`config.mk`:
```
export PLATFORM = sky130hd
export DESIGN_NAME = alu_link_master_flat
export DESIGN_NICKNAME = d
export VERILOG_FILES = /design/src/rtl/alu_link_master_if.sv /design/src/rtl/alu_link_master.sv /design/src/flat_wrapper.sv
export SDC_FILE = /design/constraint.sdc
export NUM_CORES = 1
export LEC_CHECK = 0
export BUFFER_PORTS_ARGS = -buffer_cell sky130_fd_sc_hd__buf_2
export CORE_ASPECT_RATIO = 1.1
export CORE_UTILIZATION = 45
export CTS_BUF_LIST = sky130_fd_sc_hd__clkbuf_4
export CTS_CLUSTER_DIAMETER = 100
export CTS_CLUSTER_SIZE = 40
export DETAILED_ROUTE_END_ITERATION = 6
export SETUP_SLACK_MARGIN = 0.2
export SLEW_MARGIN = 30
export SYNTH_ARGS = -nofsm -noshare
export SYNTH_HDL_FRONTEND = slang
export SYNTH_SLANG_ARGS = --single-unit
export TNS_END_PERCENT = 50
```
`constraint.sdc`:
```
create_clock -name clk -period 10 [get_ports clk]
set_clock_uncertainty 0.15 [all_clocks]
set_input_delay 2 -clock clk [delete_from_list [all_inputs] [get_ports clk]]
set_output_delay 2 -clock clk [all_outputs]
set_load 0.02 [all_outputs]
```
`src/rtl/alu_link_master_if.sv`:
```
// Request/response and serial-pad bundle between a system requester, the link master and the ALU.
interface alu_link_master_if;
    logic        req_valid;
    logic        req_ready;
    logic [31:0] req_a;
    logic [31:0] req_b;
    logic [2:0]  req_op;
    logic        req_crc_inj;
    logic        sin;
    logic        sout;
    logic        rsp_valid;
    logic [31:0] rsp_data;
    logic [7:0]  rsp_ctl;
    logic        rsp_err;
    logic        rsp_timeout;

    modport master (
        input  req_valid, req_a, req_b, req_op, req_crc_inj, sout,
        output req_ready, sin, rsp_valid, rsp_data, rsp_ctl, rsp_err, rsp_timeout
    );

    modport slave (
        output req_valid, req_a, req_b, req_op, req_crc_inj, sout,
        input  req_ready, sin, rsp_valid, rsp_data, rsp_ctl, rsp_err, rsp_timeout
    );
endinterface

```
`src/rtl/alu_link_master.sv`:
```
// Serial command-link sequencer for the mtm_Alu core: sends one request as 9 frames,
// then collects the DATA/CTL response frames or reports an error or timeout.
module alu_link_master #(
    parameter int TIMEOUT_CYCLES = 1000,
    parameter int TO_W           = 10
) (
    input  logic              clk,
    input  logic              rst_n,
    alu_link_master_if.master bus
);
    typedef enum logic [2:0] {S_IDLE, S_SEND, S_WAIT, S_RECV, S_FLUSH, S_DONE} state_e;

    localparam logic [TO_W-1:0] TO_LAST = TO_W'(TIMEOUT_CYCLES - 1);
    localparam logic [TO_W-1:0] TO_MAX  = '1;

    // CRC4, x^4+x+1, init 0, MSB of the word shifted in first.
    function automatic logic [3:0] crc4(input logic [67:0] d);
        logic [3:0] c;
        logic       fb;
        c = 4'b0000;
        for (int i = 67; i >= 0; i--) begin
            fb = c[3] ^ d[i];
            c  = {c[2:0], 1'b0} ^ {2'b00, fb, fb};
        end
        return c;
    endfunction

    function automatic logic [TO_W-1:0] to_sat_inc(input logic [TO_W-1:0] v);
        return (v == TO_MAX) ? v : v + TO_W'(1);
    endfunction

    function automatic logic [2:0] cnt_sat_inc(input logic [2:0] v);
        return (v == 3'd7) ? v : v + 3'd1;
    endfunction

    state_e          state_q, state_d;
    logic [3:0]      frame_q, frame_d;
    logic [3:0]      bit_q, bit_d;
    logic [3:0]      rx_bit_q, rx_bit_d;
    logic [TO_W-1:0] to_q, to_d;
    logic [2:0]      dcnt_q, dcnt_d;
    logic            rx_flag_q, rx_flag_d;
    logic [7:0]      rx_byte_q, rx_byte_d;
    logic [31:0]     data_sh_q, data_sh_d;
    logic [31:0]     a_q, a_d, b_q, b_d;
    logic [2:0]      op_q, op_d;
    logic            inj_q, inj_d;
    logic [31:0]     rsp_data_q, rsp_data_d;
    logic [7:0]      rsp_ctl_q, rsp_ctl_d;
    logic            rsp_err_q, rsp_err_d;
    logic            rsp_to_q, rsp_to_d;

    logic [7:0] ctl_byte;
    logic [7:0] tx_payload;
    logic [2:0] pidx;
    logic       tx_bit;
    logic       ctl_err;

    assign bus.req_ready   = (state_q == S_IDLE) && rst_n;
    assign bus.sin         = (state_q == S_SEND) ? tx_bit : 1'b1;
    assign bus.rsp_valid   = (state_q == S_DONE);
    assign bus.rsp_data    = rsp_data_q;
    assign bus.rsp_ctl     = rsp_ctl_q;
    assign bus.rsp_err     = rsp_err_q;
    assign bus.rsp_timeout = rsp_to_q;

    assign pidx    = 3'(4'd9 - bit_q);
    assign ctl_err = rx_byte_q[7] || (dcnt_q != 3'd4);

    always_comb begin
        ctl_byte = {1'b0, op_q, crc4({b_q, a_q, 1'b1, op_q}) ^ {4{inj_q}}};
        case (frame_q)
            4'd0:    tx_payload = b_q[31:24];
            4'd1:    tx_payload = b_q[23:16];
            4'd2:    tx_payload = b_q[15:8];
            4'd3:    tx_payload = b_q[7:0];
            4'd4:    tx_payload = a_q[31:24];
            4'd5:    tx_payload = a_q[23:16];
            4'd6:    tx_payload = a_q[15:8];
            4'd7:    tx_payload = a_q[7:0];
            default: tx_payload = ctl_byte;
        endcase
        case (bit_q)
            4'd0:    tx_bit = 1'b0;
            4'd1:    tx_bit = (frame_q == 4'd8);
            4'd10:   tx_bit = 1'b1;
            default: tx_bit = tx_payload[pidx];
        endcase
    end

    always_comb begin
        state_d    = state_q;
        frame_d    = frame_q;
        bit_d      = bit_q;
        rx_bit_d   = rx_bit_q;
        to_d       = to_q;
        dcnt_d     = dcnt_q;
        rx_flag_d  = rx_flag_q;
        rx_byte_d  = rx_byte_q;
        data_sh_d  = data_sh_q;
        a_d        = a_q;
        b_d        = b_q;
        op_d       = op_q;
        inj_d      = inj_q;
        rsp_data_d = rsp_data_q;
        rsp_ctl_d  = rsp_ctl_q;
        rsp_err_d  = rsp_err_q;
        rsp_to_d   = rsp_to_q;

        case (state_q)
            S_IDLE: begin
                if (bus.req_valid && bus.req_ready) begin
                    a_d     = bus.req_a;
                    b_d     = bus.req_b;
                    op_d    = bus.req_op;
                    inj_d   = bus.req_crc_inj;
                    frame_d = 4'd0;
                    bit_d   = 4'd0;
                    state_d = S_SEND;
                end
            end
            S_SEND: begin
                if (bit_q == 4'd10) begin
                    bit_d = 4'd0;
                    if (frame_q == 4'd8) begin
                        to_d    = '0;
                        state_d = S_WAIT;
                    end else begin
                        frame_d = frame_q + 4'd1;
                    end
                end else begin
                    bit_d = bit_q + 4'd1;
                end
            end
            S_WAIT: begin
                if (!bus.sout) begin
                    rx_bit_d  = 4'd1;
                    dcnt_d    = 3'd0;
                    data_sh_d = '0;
                    state_d   = S_RECV;
                end else if (to_q == TO_LAST) begin
                    rsp_data_d = '0;
                    rsp_ctl_d  = '0;
                    rsp_err_d  = 1'b0;
                    rsp_to_d   = 1'b1;
                    state_d    = S_DONE;
                end else begin
                    to_d = to_sat_inc(to_q);
                end
            end
            S_RECV: begin
                case (rx_bit_q)
                    // Idle gap between response frames; the timeout restarts per frame.
                    4'd0: begin
                        if (!bus.sout) begin
                            rx_bit_d = 4'd1;
                        end else if (to_q == TO_LAST) begin
                            rsp_data_d = '0;
                            rsp_ctl_d  = '0;
                            rsp_err_d  = 1'b0;
                            rsp_to_d   = 1'b1;
                            state_d    = S_DONE;
                        end else begin
                            to_d = to_sat_inc(to_q);
                        end
                    end
                    4'd1: begin
                        rx_flag_d = bus.sout;
                        rx_bit_d  = 4'd2;
                    end
                    4'd10: begin
                        rx_bit_d = 4'd0;
                        to_d     = '0;
                        if (!bus.sout) begin
                            state_d = S_FLUSH;
                        end else if (rx_flag_q) begin
                            rsp_ctl_d  = rx_byte_q;
                            rsp_err_d  = ctl_err;
                            rsp_data_d = ctl_err ? 32'h0 : data_sh_q;
                            rsp_to_d   = 1'b0;
                            state_d    = S_DONE;
                        end else begin
                            data_sh_d = {data_sh_q[23:0], rx_byte_q};
                            dcnt_d    = cnt_sat_inc(dcnt_q);
                        end
                    end
                    default: begin
                        rx_byte_d = {rx_byte_q[6:0], bus.sout};
                        rx_bit_d  = rx_bit_q + 4'd1;
                    end
                endcase
            end
            S_FLUSH: begin
                if (bus.sout) begin
                    rsp_data_d = '0;
                    rsp_ctl_d  = '0;
                    rsp_err_d  = 1'b1;
                    rsp_to_d   = 1'b0;
                    state_d    = S_DONE;
                end
            end
            S_DONE: begin
                state_d = S_IDLE;
            end
            default: begin
                state_d = S_IDLE;
            end
        endcase
    end

    always_ff @(posedge clk) begin
        if (!rst_n) begin
            state_q    <= S_IDLE;
            frame_q    <= '0;
            bit_q      <= '0;
            rx_bit_q   <= '0;
            to_q       <= '0;
            dcnt_q     <= '0;
            rsp_data_q <= '0;
            rsp_ctl_q  <= '0;
            rsp_err_q  <= 1'b0;
            rsp_to_q   <= 1'b0;
        end else begin
            state_q    <= state_d;
            frame_q    <= frame_d;
            bit_q      <= bit_d;
            rx_bit_q   <= rx_bit_d;
            to_q       <= to_d;
            dcnt_q     <= dcnt_d;
            rsp_data_q <= rsp_data_d;
            rsp_ctl_q  <= rsp_ctl_d;
            rsp_err_q  <= rsp_err_d;
            rsp_to_q   <= rsp_to_d;
        end
    end

    // Operand and receive datapath registers carry no reset; control gates their use.
    always_ff @(posedge clk) begin
        a_q       <= a_d;
        b_q       <= b_d;
        op_q      <= op_d;
        inj_q     <= inj_d;
        rx_flag_q <= rx_flag_d;
        rx_byte_q <= rx_byte_d;
        data_sh_q <= data_sh_d;
    end
endmodule

```
`src/flat_wrapper.sv`:
```
// flat-port wrapper written by rule: the top's interface ports become plain ports
module alu_link_master_flat 
#(
    parameter int TIMEOUT_CYCLES = 1000,
    parameter int TO_W           = 10
)
  (clk, rst_n, bus_req_valid, bus_req_a, bus_req_b, bus_req_op, bus_req_crc_inj, bus_sout, bus_req_ready, bus_sin, bus_rsp_valid, bus_rsp_data, bus_rsp_ctl, bus_rsp_err, bus_rsp_timeout);
  alu_link_master_if bus_i ();
  input  logic clk;
  input  logic rst_n;
  input wire logic [$bits(bus_i.req_valid)-1:0] bus_req_valid;
  input wire logic [$bits(bus_i.req_a)-1:0] bus_req_a;
  input wire logic [$bits(bus_i.req_b)-1:0] bus_req_b;
  input wire logic [$bits(bus_i.req_op)-1:0] bus_req_op;
  input wire logic [$bits(bus_i.req_crc_inj)-1:0] bus_req_crc_inj;
  input wire logic [$bits(bus_i.sout)-1:0] bus_sout;
  output wire logic [$bits(bus_i.req_ready)-1:0] bus_req_ready;
  output wire logic [$bits(bus_i.sin)-1:0] bus_sin;
  output wire logic [$bits(bus_i.rsp_valid)-1:0] bus_rsp_valid;
  output wire logic [$bits(bus_i.rsp_data)-1:0] bus_rsp_data;
  output wire logic [$bits(bus_i.rsp_ctl)-1:0] bus_rsp_ctl;
  output wire logic [$bits(bus_i.rsp_err)-1:0] bus_rsp_err;
  output wire logic [$bits(bus_i.rsp_timeout)-1:0] bus_rsp_timeout;
  assign bus_i.req_valid = bus_req_valid;
  assign bus_i.req_a = bus_req_a;
  assign bus_i.req_b = bus_req_b;
  assign bus_i.req_op = bus_req_op;
  assign bus_i.req_crc_inj = bus_req_crc_inj;
  assign bus_i.sout = bus_sout;
  assign bus_req_ready = bus_i.req_ready;
  assign bus_sin = bus_i.sin;
  assign bus_rsp_valid = bus_i.rsp_valid;
  assign bus_rsp_data = bus_i.rsp_data;
  assign bus_rsp_ctl = bus_i.rsp_ctl;
  assign bus_rsp_err = bus_i.rsp_err;
  assign bus_rsp_timeout = bus_i.rsp_timeout;
  alu_link_master #(.TIMEOUT_CYCLES(TIMEOUT_CYCLES), .TO_W(TO_W)) u_core (.clk(clk), .rst_n(rst_n), .bus(bus_i));
endmodule
```
; ---- Word-level counts from Yosys, hierarchy flattened
; Cells that the tools add are included.
[totals]
regBits = 179
input_bits = 72
out_inout_bits = 45
wordCells = 289
[op_classes]
add_sub_neg = 6
n_lt_le_gt_ge = 1
eq_ne = 36
mux = 72
n_bitwise = 135
reduce_logical = 22
[op_table]
columns = op, count
row1 = $mux W32, 10
row2 = $xor A4 B2 Y4, 66
row3 = $pmux W32 S2, 2
row4 = $pmux W32 S3, 1
row5 = $pmux W8 S8, 1
row6 = $xor A1 B1 Y1, 64
row7 = $mux W10, 5
row8 = $mux W3, 14
row9 = $mux W8, 5
row10 = $pmux W10 S3, 1
row11 = $pmux W4 S2, 3
row12 = $pmux W8 S3, 1
row13 = $eq A10 B10 Y1 const B, 2
row14 = $mux W4, 5
row15 = $pmux W10 S2, 1
row16 = $ne A2 B2 Y1 const B, 9
row17 = $eq A4 B3 Y1 const B, 4
row18 = $pmux W8 S2, 1
row19 = $pmux W3 S5, 1
row20 = $add A4 B1 Y4 const B, 3
row21 = $eq A4 B1 Y1 const B, 3
row22 = $eq A4 B4 Y1 const B, 3
row23 = $logic_not A4 Y1, 3
row24 = $mux W1, 12
row25 = other kinds (32), 52

; ---- Longest topological paths before layout
[logic_depth]
word_depth = 138
ltp_mapped = 14
ltp_nobuf = 12

; ---- Worst setup path before layout
; OpenSTA, ideal clock, no wires.
[synth_timing]
kind = input to register
from = in rst_n
to = reg u_core.bit_q[2]
setup_ps = 131
t_arrival_ps = 5056
t_required_ps = 9719
slack_ps = 4663
path_stages = 8
n_path_buf = 1
cell_sequence = clkbuf_1 inv_1 nor4_1 nand2_1 inv_1 nor2_1 o21ai_0 a21oi_1
[synth_via]
elab_chain_cells = 4
[synth_rtl]
columns = item, line
row1 = start: declaration, flat_wrapper.sv:10  ; input logic rst_n;
row2 = $logic_and A1 B1 Y1, alu_link_master.sv:59  ; assign bus.req_ready = (state_q == S_IDLE) && rst_n;
row3 = net bus_req_ready, flat_wrapper.sv:17  ; output wire logic [$bits(bus_i.req_ready)-1:0] bus_req_ready;
row4 = $logic_and A1 B1 Y1, alu_link_master.sv:112  ; if (bus.req_valid && bus.req_ready) begin
row5 = $ne A2 B2 Y1 (no source line), --
row6 = $reduce_and A2 Y1 (no source line), --
row7 = end signal: assignment, alu_link_master.sv:226  ; bit_q <= bit_d;
row8 = end: declaration, alu_link_master.sv:38  ; logic [3:0] bit_q, bit_d;
; The timed path passes the listed nets, and every way through them passes these cells.
; A chain may end at the register's enable or synchronous reset.

; ---- Worst setup path in the final report
[layout_timing]
from = reg u_core.b_q[8]
to = out bus_sin
[layout_via]
elab_chain_cells = 66
word_cells_on_any_way = 93
[layout_rtl]
columns = item, line
row1 = start: declaration, alu_link_master.sv:45  ; logic [31:0] a_q, a_d, b_q, b_d;
row2 = start signal: assignment, alu_link_master.sv:240  ; b_q <= b_d;
row3 = $xor A1 B1 Y1, alu_link_master.sv:22  ; fb = c[3] ^ d[i];
row4 = $xor A4 B2 Y4 (3 in a row), alu_link_master.sv:23  ; c = {c[2:0], 1'b0} ^ {2'b00, fb, fb};
row5 = $xor A1 B1 Y1 / $xor A4 B2 Y4 (equally long branches), "alu_link_master.sv:22, alu_link_master.sv:23"
row6 = $xor A4 B2 Y4 / $xor A1 B1 Y1 (equally long branches), "alu_link_master.sv:23, alu_link_master.sv:22"
row7 = $xor A4 B2 Y4 (2 in a row), alu_link_master.sv:23
row8 = $xor A1 B1 Y1 / $xor A4 B2 Y4 (equally long branches), "alu_link_master.sv:22, alu_link_master.sv:23"
row9 = $xor A4 B2 Y4 / $xor A1 B1 Y1 (equally long branches) (2 in a row), "alu_link_master.sv:23, alu_link_master.sv:22"
row10 = $xor A4 B2 Y4, alu_link_master.sv:23
row11 = [46 not listed], --
row12 = $xor A1 B1 Y1 / $xor A4 B2 Y4 (equally long branches), "alu_link_master.sv:22, alu_link_master.sv:23"
row13 = $xor A4 B2 Y4, alu_link_master.sv:23
row14 = $xor A4 B4 Y4, alu_link_master.sv:71  ; ctl_byte = {1'b0, op_q, crc4({b_q, a_q, 1'b1, op_q}) ^ {4{inj_q}}};
row15 = $pmux W8 S8 *, alu_link_master.sv:72  ; case (frame_q)
row16 = $bmux W1 S3 *, alu_link_master.sv:87  ; default: tx_bit = tx_payload[pidx];
row17 = $mux W1 (not written as such) *, alu_link_master.sv:87
row18 = $pmux W1 S3 *, alu_link_master.sv:83  ; case (bit_q)
row19 = $mux W1 *, alu_link_master.sv:60  ; assign bus.sin = (state_q == S_SEND) ? tx_bit : 1'b1;
row20 = end: declaration, flat_wrapper.sv:18  ; output wire logic [$bits(bus_i.sin)-1:0] bus_sin;
; Mark *: on every way between the ends. The rest lies on a longest branch, timed or not. The select of a mux whose other input is x is not followed.

==> results.md <==
- Run status: finished clean
- Post-DP HPWL: around 14000 um
- Core area: ~19000 um^2
- DR WL/cell: 17.61 um
- Port bufs: between 100 and 150
- Worst slew margin: 0.3440
- Most common cell after layout, fill and taps aside: buf_2
- Reg area: ~4700 um^2
- Hold_buf cts: 0
- Global-route wire length before repair: 31110 um
- Syn Inst Count: ~760
- Vias in the first global route: 6152
- Area occupied by multi-input gates: 3679 um^2
- Reg clk slew, reported paths: 170 ps
- Worst-skew pair later-pin latency: around 570 ps
- Seq cells post-synth: roughly 180
- Post-CTS sizing: 0
- Initial Util: 0.4619
- Die area: just under 20000 um^2
- Worst Path Required: 7850 ps
- Total CTS buffers: 17
- Tot GR Track Use: 0.2022
- FFs w/ async S/R, synth: 0
- Layout area overhead: 12.43%
- Period utilisation layout: 0.6331
- CTS tree: built
- Initial DRC Count: 507
- Max Cap Viol: 0
- Post-synth EDFFs: 109
- Pwr Density: 285.4 nW/um^2
- Post-synth cell types: 57
- Nets@finish: 942
- Die W: about 130 um
- Worst Setup End Kind: output pin
- Fillers: approximately 1700
- Boundary Pins: ~120
- # setup viols final: 0
- Crit path time final: around 6300 ps
- Pin count of the biggest net entering global routing: 70
- Hold Crit Class: register to register
- Antenna viol nets, final: 0
- CTS sink count: ~180
- Worst VDD drop: roughly 230 uV
- Mapped cell area: about 8600 um^2
- Setup repair bufs after CTS: 0
- Overall power: 2748 uW
- Drc violations: 0
- Final Hold Fails: 0
- Most frequent cells in the layout: buf_2 (116), edfxtp_1 (109), nor2_1 (84)
- RSZ-0062 raised after global routing: no
- P_leak: 0.003722 uW
- Register area share after synthesis: 0.5458
- Top FF cell, synth: edfxtp_1
- Crit path DAT: 4180 ps
- Avg Vias per Cell: 5.548
- CTS max path bufs: 2
- Ys Warns: 0
- Crit-path max FO: 8
- Detailed Routing Iterations Pass 1: 5
- Pins Over Slew Limit: 0
- RePlAce Congestion: around 0.84
- Via Count: 6186
- Initial antenna violation count: 1
- Critical path class: register to output pin
- Layout cell share with drive strength beyond 1: 0.2057
- Worst Max-Slew Pin Slew: 982.7 ps
- Max H-tree Level: 4
- Die Height: 146.7 um
- Syn Area/Cell: roughly 11 um^2
- Fmax: around 0.16 GHz
- Syn nets: 841
- Fin Setup TNS: 0 ps
- # rows: between 50 and 60
- WL final: 19630 um
- Root Buffer: clkbuf_4
- Setup crit start kind: register
- GRT overflow: 0
## flip-flops by register name, summed over array words and instances, names as in the netlist
name	flops
u_core.a_q	32
u_core.b_q	32
u_core.bus.rsp_data	32
u_core.data_sh_q	32
u_core.to_q	10
u_core.bus.rsp_ctl	8
u_core.rx_byte_q	8
u_core.bit_q	4
u_core.frame_q	4
u_core.rx_bit_q	4
u_core.dcnt_q	3
u_core.op_q	3
u_core.state_q	3
u_core.bus.rsp_err	1
u_core.bus.rsp_timeout	1
u_core.inj_q	1
u_core.rx_flag_q	1
## logic make-up after synthesis
family,count (synthesis),synth area share
multiplexers,7,0.008619
adder cells (fa/ha/maj),13,0.01899
buffers and inverters,59,0.02717
flip-flops,179,0.5458
XOR/XNOR,111,0.1473
AND/OR/NAND/NOR,214,0.1176
AO/OA/AOI/OAI,173,0.1346
## synthesized netlist by cell type, drive strengths merged, types with 4 or more instances
master  instances  area, um^2
edfxtp        109        3273
nor3            7       35.03
a21oi          44       220.2
nand3          15       75.07
clkbuf         36       135.1
buf             5       30.02
nand4           5       31.28
nand2          40       150.1
xor2           21       191.4
inv            18       67.56
mux2i           4       40.04
xnor3          15       345.3
and3           35       219.0
nor2b           4       25.02
a22oi          63       473.0
and2            4       25.03
nand2b          6       37.54
nor2           85       319.1
o21ai          26       133.9
xnor2          73       676.9
dfxtp          70        1401
a31oi           9       56.30
ha             13       162.7
## stage by stage
| stage | area [um^2] | hold WS (ps) | cells | utilization | setup slack (ps) |
|---|---|---|---|---|---|
| floorplan | 8564 | 292.1 | 756 | - | 4663 |
| global placement | 9344 | 316.8 | 1081 | 0.5039 | 4509 |
| detailed placement | 9351 | 320.7 | 1081 | 0.5043 | 4324 |
| CTS | 9618 | 358.5 | 1113 | 0.5187 | 3653 |
| global route | 9629 | 361.6 | 1115 | 0.5193 | 3369 |
| finish | 9629 | 351.0 | 1115 | 0.5193 | 3669 |
## cell type report
class                   count  area share
inverters                  18    0.007017
clock buffers              17     0.01325
diodes                      2   0.0005198
clock inverters            15     0.01442
repair buffers            123     0.06575
multi-input cells         518      0.3820
flip-flops and latches    179      0.4854
well taps                 243     0.03157
## worst max-delay path, cell delays in order, from the launching register on
cell,delay [ps]
edfxtp_1,480
xnor2_1,310
xnor3_1,440
xnor3_1,420
xor2_1,550
nand2_1,140
o221ai_1,230
a21oi_1,70
o22ai_1,240
mux2_2,370
o21ai_2,160
buf_2,190
## power breakdown
part	total (uW)	switching, uW	internal (uW)
Combinational	1420	740	685
Sequential	934	63.5	870
Clock	390	279	111
## final timing paths
kind / slack, ps / endpoint / startpoint / depth (start not counted)
worst max-delay path: 3670 / bus_sin / u_core.b_q[8] / 11
worst min register to register: 350 / u_core.rx_byte_q[6] / u_core.rx_byte_q[5] / 0
worst min-delay path: 350 / u_core.rx_byte_q[6] / u_core.rx_byte_q[5] / 0
worst max register to register: 6780 / u_core.bus.rsp_data[29] / u_core.state_q[1] / 11
## per-layer routing
layer / vias up / share of wire / track usage / wire length, um
li1: 2955 / - / - / -
met1: 3017 / 0.45 / 0.2585 / 8797
met2: 195 / 0.50 / 0.3461 / 9729
met3: 19 / 0.042 / 0.04037 / 826
met4: 0 / 0.014 / 0.05852 / 281
met5: - / 0 / 0 / 0
Power figures use the tool's default switching activity.
